### src/rtl/crc16_rx_pkg.sv
// rtl/crc16_rx_pkg.sv - shared types and constants for the receive-side CRC16 checker
package crc16_rx_pkg;

  typedef enum logic [1:0] {IDLE, RUN, CHECK, DONE} state_e;

  localparam logic [15:0] CRC16_PRESET  = 16'hFFFF;
  localparam logic [15:0] CRC16_POLY    = 16'h1021;
  localparam logic [15:0] CRC16_RESIDUE = 16'h1D0F;

  localparam logic [3:0] OP_SELECT_HI = 4'b1010;
  localparam logic [7:0] OP_REQRN     = 8'hC1;
  localparam logic [7:0] OP_READ      = 8'hC2;
  localparam logic [7:0] OP_WRITE     = 8'hC3;
  localparam logic [7:0] OP_SENSDATA  = 8'hE0;

  localparam int MIN_CRC16_BITS = 24;

  function automatic logic crc16_applies(input logic [7:0] op);
    return (op[7:4] == OP_SELECT_HI) || (op == OP_REQRN) || (op == OP_READ) ||
           (op == OP_WRITE) || (op == OP_SENSDATA);
  endfunction

endpackage

### src/rtl/crc16_lfsr.sv
// rtl/crc16_lfsr.sv - serial CRC-16/CCITT shift engine, shared with the TX-side generator
module crc16_lfsr
  import crc16_rx_pkg::*;
(
  input  logic        clk,
  input  logic        reset_n,
  input  logic        preset,
  input  logic        en,
  input  logic        din,
  output logic [15:0] crc
);

  logic [15:0] crc_q;
  logic [15:0] crc_d;
  logic [15:0] base;
  logic        fb;

  // A preset and a bit in the same cycle shift the bit into the fresh preset value.
  always_comb begin
    base  = preset ? CRC16_PRESET : crc_q;
    fb    = din ^ base[15];
    crc_d = base;
    if (en) begin
      crc_d = {base[14:0], 1'b0} ^ (fb ? CRC16_POLY : 16'h0000);
    end
  end

  always_ff @(posedge clk or negedge reset_n) begin
    if (!reset_n) begin
      crc_q <= CRC16_PRESET;
    end else begin
      crc_q <= crc_d;
    end
  end

  assign crc = crc_q;

endmodule

### src/rtl/crc16_rx_ctrl.sv
// rtl/crc16_rx_ctrl.sv - frame sequencer: opcode capture, CRC16 applicability and registered verdict
module crc16_rx_ctrl
  import crc16_rx_pkg::*;
#(
  parameter int MAX_BITS = 512,
  parameter int CNT_W    = 10
) (
  input  logic             clk,
  input  logic             reset_n,
  input  logic             frame_start,
  input  logic             bit_valid,
  input  logic             bit_in,
  input  logic             frame_end,
  input  logic             force_crc16,
  output logic             busy,
  output logic             crc_done,
  output logic             crc_ok,
  output logic             crc_err,
  output logic             crc_na,
  output logic [7:0]       opcode,
  output logic [CNT_W-1:0] bit_count
);

  localparam logic [CNT_W-1:0] MAX_CNT = CNT_W'(MAX_BITS);
  localparam logic [CNT_W-1:0] MIN_CNT = CNT_W'(MIN_CRC16_BITS);
  localparam logic [CNT_W-1:0] OP_BITS = CNT_W'(8);

  state_e           state_q, state_d;
  logic [CNT_W-1:0] bit_count_q, bit_count_d;
  logic [7:0]       opcode_q, opcode_d;
  logic             force_q, force_d;
  logic             done_q, done_d;
  logic             ok_q, ok_d;
  logic             err_q, err_d;
  logic             na_q, na_d;
  logic             accept;
  logic             applies;
  logic             len_err;
  logic [15:0]      crc;

  assign applies = force_q || crc16_applies(opcode_q);
  // A saturated counter means the frame overran the limit, so it is a length error too.
  assign len_err = (bit_count_q < MIN_CNT) || (bit_count_q == MAX_CNT);

  always_comb begin
    state_d     = state_q;
    bit_count_d = bit_count_q;
    opcode_d    = opcode_q;
    force_d     = force_q;
    done_d      = 1'b0;
    ok_d        = ok_q;
    err_d       = err_q;
    na_d        = na_q;
    accept      = 1'b0;

    if (frame_start) begin
      state_d     = RUN;
      bit_count_d = '0;
      opcode_d    = 8'h00;
      force_d     = force_crc16;
      ok_d        = 1'b0;
      err_d       = 1'b0;
      na_d        = 1'b0;
      accept      = bit_valid;
    end else begin
      case (state_q)
        RUN: begin
          accept = bit_valid;
          if (frame_end) state_d = CHECK;
        end
        CHECK: begin
          state_d = DONE;
          done_d  = 1'b1;
          if (!applies) begin
            na_d = 1'b1;
          end else if (len_err) begin
            err_d = 1'b1;
          end else begin
            ok_d  = (crc == CRC16_RESIDUE);
            err_d = (crc != CRC16_RESIDUE);
          end
        end
        DONE:    state_d = IDLE;
        default: state_d = IDLE;
      endcase
    end

    if (accept) begin
      if (bit_count_d < OP_BITS) opcode_d[3'd7 - bit_count_d[2:0]] = bit_in;
      if (bit_count_d != MAX_CNT) bit_count_d = bit_count_d + 1'b1;
    end
  end

  always_ff @(posedge clk or negedge reset_n) begin
    if (!reset_n) begin
      state_q     <= IDLE;
      bit_count_q <= '0;
      opcode_q    <= 8'h00;
      force_q     <= 1'b0;
      done_q      <= 1'b0;
      ok_q        <= 1'b0;
      err_q       <= 1'b0;
      na_q        <= 1'b0;
    end else begin
      state_q     <= state_d;
      bit_count_q <= bit_count_d;
      opcode_q    <= opcode_d;
      force_q     <= force_d;
      done_q      <= done_d;
      ok_q        <= ok_d;
      err_q       <= err_d;
      na_q        <= na_d;
    end
  end

  crc16_lfsr u_lfsr (
    .clk     (clk),
    .reset_n (reset_n),
    .preset  (frame_start),
    .en      (accept),
    .din     (bit_in),
    .crc     (crc)
  );

  assign busy      = (state_q != IDLE);
  assign crc_done  = done_q;
  assign crc_ok    = ok_q;
  assign crc_err   = err_q;
  assign crc_na    = na_q;
  assign opcode    = opcode_q;
  assign bit_count = bit_count_q;

endmodule

### config.mk
export PLATFORM = sky130hd
export DESIGN_NAME = crc16_rx_ctrl
export DESIGN_NICKNAME = d
export VERILOG_FILES = /design/src/rtl/crc16_rx_pkg.sv /design/src/rtl/crc16_lfsr.sv /design/src/rtl/crc16_rx_ctrl.sv
export SDC_FILE = /design/constraint.sdc
export NUM_CORES = 1
export LEC_CHECK = 0
export ABC_AREA = 1
export BUFFER_PORTS_ARGS = -buffer_cell sky130_fd_sc_hd__buf_2
export CORE_UTILIZATION = 50
export CTS_BUF_LIST = sky130_fd_sc_hd__clkbuf_16
export DETAILED_ROUTE_END_ITERATION = 8
export GPL_TIMING_DRIVEN = 0
export PLACE_DENSITY = 0.7
export SKIP_CTS_REPAIR_TIMING = 1
export SLEW_MARGIN = 20
export SYNTH_ARGS = -nofsm -noshare
export SYNTH_HDL_FRONTEND = slang
export SYNTH_SLANG_ARGS = --single-unit
### constraint.sdc
create_clock -name clk -period 2.29 [get_ports clk]
set_input_delay 0.229 -clock clk [delete_from_list [all_inputs] [get_ports clk]]
set_output_delay 0.229 -clock clk [all_outputs]
set_load 0.05 [all_outputs]
==> results of run 1 <==
power by group through the flow:
stage	sequential (mW)	clock (mW)	combinational, mW
floorplan	0.931	0	0.226
global placement	0.881	0	0.372
detailed placement	0.882	0	0.375
CTS	0.870	0.811	0.377
global route	0.882	0.839	0.419
finish	0.871	0.791	0.374
kinds of logic after synthesis:
kind of cell,after synthesis,share of synthesized area
flip-flops,41,0.448
AND/OR/NAND/NOR,146,0.299
AO/OA/AOI/OAI,36,0.0819
XOR/XNOR,11,0.0445
buffers and inverters,52,0.0996
adder cells (fa/ha/maj),5,0.0268
path summary, 6_finish.rpt:
kind / slack (ns) / startpoint / endpoint
worst min-delay path: 0.07 / reset_n / opcode[2]
min in group clk: 0.16 / force_crc16 / force_q
worst min register to register: 0.48 / crc_na / crc_na
worst max register to register: 0.63 / bit_count[0] / bit_count[8]
max in group asynchronous: 1.66 / reset_n / bit_count[2]
worst max-delay path: 0.63 / bit_count[0] / bit_count[8]
worst max-delay path: stages, from the launching register on:
cell and delay [ns]:
dfrtp_1 0.44, inv_1 0.17, nor2_4 0.13, ha_1 0.20, nand3_1 0.16, nor2_2 0.16
nand3_1 0.10, xor2_1 0.15, inv_1 0.06
synthesized netlist by cell type, drive strengths merged (5+ instances only):
cell type,n
nor3,9
xor2,10
inv,43
ha,5
nand2,61
dfrtp,25
buf,9
nand4,7
nor2,46
o21ai,35
nand3,22
dfstp,16
layer usage:
layer	part of all wire	global-route usage	wire length (um)
met1	0.47	0.294	2330
met2	0.47	0.339	2330
met4	0.018	0.0933	88
met5	0	0	0
met3	0.040	0.0361	197
flip-flops by register name, indices dropped and copies added, names as in the netlist:
register and count:
force_q 1, crc_done 1, u_lfsr.crc 16, bit_count 10, crc_na 1, opcode 8, crc_err 1, state_q 2
crc_ok 1
cell type report:
| type | instances | area (um2) |
|---|---|---|
| inverter | 43 | 164 |
| buffer | 9 | 68.8 |
| timing repair buffer | 28 | 140 |
| multi-input combinational | 198 | 1060 |
| tap | 52 | 65.1 |
| fill | 405 | 1710 |
| sequential | 41 | 1050 |
| clock buffer | 5 | 125 |
| clock inverter | 3 | 41.3 |
==> results.md, run 1 <==
- Rel. slew slack: 0.398
- Initial Util: 0.529
- Reg power frac: 0.428
- Post-synthesis sequential area ratio: 0.448
- DRT antenna net count: 0
- Critical Path RT: 2.46 ns
- Pre-CTS setup slack: 0.676 ns
- Post-DP HPWL: 3390 um
- Period minus WS final: about 1.7 ns
- CTS tree: built
- Final Non-Filler Cells: roughly 380
- Antenna cell count: 0
- Mapped Avg Cell Area: between 8 and 9 um2
- CTS Root Cell: clkbuf_16
- 1st-iter DRT viols: roughly 130
- H-tree levels: 2
- Worst Setup Slack, final: about 0.63 ns
- Io pins: 30
- #FFs+latches synth: 41
- Final hold violations: 0
- Tot Pwr: 2.04 mW
- Max VDD drop: 340 uV
- Synth Cell Area: 2340 um2
- Largest cells by area after synthesis: dfrtp_1, dfstp_2, nand2_1
- Gr ovfl total: 0
- Fraction of layout cells with a size suffix above 1: 0.242
- F_max: 604 MHz
- Most frequent cells in the layout: nand2_1, inv_1, nor2_1, buf_2
- P_sw: 0.592 mW
- Clock-pin slew on the worst setup and hold paths: 0.06 ns
- TritonCTS Buffers: 5
- Critical path class: reg -> reg
- Core Footprint: 4410 um2
- Global-route wire length before repair: a little over 8000 um
- Pwr dens: 752 nW/um2
- Inst Count DP: 371
- Top FF cell, synth: dfrtp_1
- Routability cong.: 0.819
- WL/cell: about 13 um
- Port buffer count: 28
- Post-Route WL: 4950 um
- Final Cycle Share: 0.724
- Cell taking the most area after synthesis: dfrtp_1
- Clk network pwr share: 0.388
- Setup TNS: 0 ns
- Nets: 338
- Finished Cell Area: about 2700 um2
- # DRC: 0
- Synth warn: 0
- Yosys top cell area share: 0.268
- Startpoint Class: register
- Hold WS: about 0.075 ns
- Die height: 70.4 um
- Leakage: 1.38 nW
- Unique masters post-synth: 29
- Total track usage: 0.216
- TritonCTS Sinks: 41
- Switching part of the total: 0.290
- Worst Max-Slew Pin Slew: 0.904 ns
- Drt pass-1 iters: 4
- Comb pwr share: 0.184
- Vias after detailed routing: 1925
- Async S/R FF share, synth: 1.00
- Internal Dissipation: 1.45 mW
- Number of global-route vias before repair: between 1500 and 2000
- Max_cap viols: 0
- Largest net degree at the start of global routing: 42
- Final Util: 0.613
- Post-synth EDFFs: 0
- Longest Clk Path Bufs: 2
- Clk_skew: between 0.003 and 0.004 ns
- Status: completed
- R2R depth: 8
- Synth Net Count: 303
- Post-synthesis cell count: 291
- Hold crit path type: in -> async
- Unrepaired setup endpoints after global routing: false
- Arrival time worst endpoint: 1.83 ns
- Worst-Skew Late Latency: 0.28 ns
- Vias/cell: 5.08
- CP endpoint kind: register
- Initial antenna violation count: 0
- Max-slew violation count: 0
- Crit Path Max Fanout: 6
- Placement-stage cell area: 2540 um2
- Die ar.: 4950 um2
- Most common cell after layout, fill and taps aside: nand2_1
- Final setup fails: 0
- Die X-Extent: 70.4 um
- Area growth syn-to-layout: 15.9%
- Cell Rows: 24
(Power assumes the default switching activity.)
==> run 2, diff against run 1 <==
- PLACE_DENSITY: 0.7 -> 0.73
- clock period: 2.29 -> 1.45 ns (I/O delays scaled with it)
==> results.md, run 2 (synthesis gave the netlist of run 1 again) <==
- Fraction of layout cells with a size suffix above 1: 0.320
- Global-route wire length before repair: 8830 um
- # DRC: 0
- TritonCTS Buffers: 5
- Longest Clk Path Bufs: 2
- Largest net degree at the start of global routing: 42
- Die ar.: around 4900 um2
- Placement-stage cell area: 2560 um2
- Setup TNS: -0.203 ns
- TritonCTS Sinks: 41
- Arrival time worst endpoint: 1.77 ns
- Worst Max-Slew Pin Slew: around 0.92 ns
- Max reg flops: 16
- Total track usage: 0.233
- Cell Rows: 24
- CTS tree: built
- Number of global-route vias before repair: ~1900
- Routability cong.: 0.814
- Clk_skew: 0.00244 ns
- Final setup fails: 3
- Hold WS: -0.00889 ns
- Rel. slew slack: 0.387
- Most common cell after layout, fill and taps aside: nand2_1
- CTS Root Cell: clkbuf_16
- Most frequent cells in the layout: nand2_1, inv_1, nor2_1, buf_2, o21ai_0
- Nets: 348
- Drt pass-1 iters: 4
- Initial Util: 0.529
- Leakage: 1.47 nW
- Vias after detailed routing: between 2000 and 2500
- Die X-Extent: 70.4 um
- Worst-Skew Late Latency: 0.29 ns
- Worst Setup Slack, final: -0.121 ns
- DRT antenna net count: 0
- Max_cap viols: 0
- CP endpoint kind: register
- Final hold violations: 14
- Inst Count DP: 371
- Hold crit path type: in -> async
- Final Cycle Share: 1.08
- Status: finished, violations left
- Multi-input logic area: 1130 um2
- Pre-CTS setup slack: -0.128 ns
- Vias/cell: ~5.3
- Finished Cell Area: 2900 um2
- Io pins: 30
- Clock-pin slew on the worst setup and hold paths: 0.06 ns
- Post-Route WL: about 5600 um
- Final Non-Filler Cells: 389
- Initial antenna violation count: 0
- Critical Path RT: around 1.7 ns
- H-tree levels: 2
- Critical path class: reg -> reg
- Violated checks: hold timing, setup timing
- Pwr dens: 1170 nW/um2
- Core Footprint: between 4000 and 5000 um2
- 1st-iter DRT viols: 98
- FF-to-FF setup slack: -0.12 ns
- Area growth syn-to-layout: 23.9%
- Crit Path Max Fanout: 5
- Port buffer count: 28
- Register area: ~1100 um2
- Die height: 70.4 um
- Antenna cell count: 0
- Gr ovfl total: 0
- Max-slew violation count: 0
- Max VDD drop: 584 uV
- Unrepaired setup endpoints after global routing: true
- Post-DP HPWL: between 3000 and 4000 um
- Fillers: 362
- Startpoint Class: register
- WL/cell: 14.4 um
- F_max: around 640 MHz
- Period minus WS final: 1.57 ns
==> run 2: cell types whose count changed in the layout (fill, tap and decap cells not counted), moves of 3 or more <==
cell,change
buf_4,+6
buf_6,+5
dfrtp_1,-5
dfrtp_2,+5
inv_1,-5
o21ai_0,-4
o21ai_1,+4
ha_1,-3
inv_4,+3
==> run 2: worst max-delay path: stages (launching register included) <==
cell	delay, ns
dfrtp_2	0.45
inv_4	0.09
nor2_4	0.04
inv_2	0.09
ha_4	0.14
nand3_2	0.07
nor2_1	0.10
nand4_1	0.14
nand2_1	0.17
xor2_1	0.18
==> run 2: cell type report <==
type / instances / area share
buffer: 9 / 0.0294
tap: 52 / 0.0225
timing repair buffer: 38 / 0.0769
multi-input combinational: 198 / 0.389
clock inverter: 3 / 0.0160
clock buffer: 5 / 0.0432
sequential: 41 / 0.363
inverter: 43 / 0.0592
==> run 2: where the power goes <==
group          switching [mW]  internal (mW)  total [mW]  leakage, nW
clock network           0.472          0.815        1.29       0.0800
registers              0.0812           1.31        1.39        0.501
logic                   0.465          0.252       0.717        0.889
==> run 2: per-stage QoR <==
stage               total power, mW  utilization
floorplan                      1.84            -
global placement               1.99        0.581
detailed placement             2.00        0.581
CTS                            3.30        0.620
global route                   3.54        0.656
finish                         3.39        0.656
==> run 2: final timing paths <==
| kind | start | to | depth (start not counted) |
|---|---|---|---|
| max | bit_count[0] | bit_count[0] | 9 |
| min | reset_n | opcode[3] | 1 |
| max reg2reg | bit_count[0] | bit_count[0] | 9 |
| min reg2reg | crc_na | crc_na | 2 |
| max in group asynchronous | reset_n | bit_count[2] | 1 |
| min in group clk | force_crc16 | force_q | 3 |
==> run 2: per-layer routing <==
metal / global-route usage / wire, um / vias up
li1: - / - / 1010
met1: 0.288 / 2460 / 990
met2: 0.389 / 2840 / 42
met3: 0.0534 / 219 / 6
met4: 0.0956 / 79 / 0
met5: 0 / 0 / -
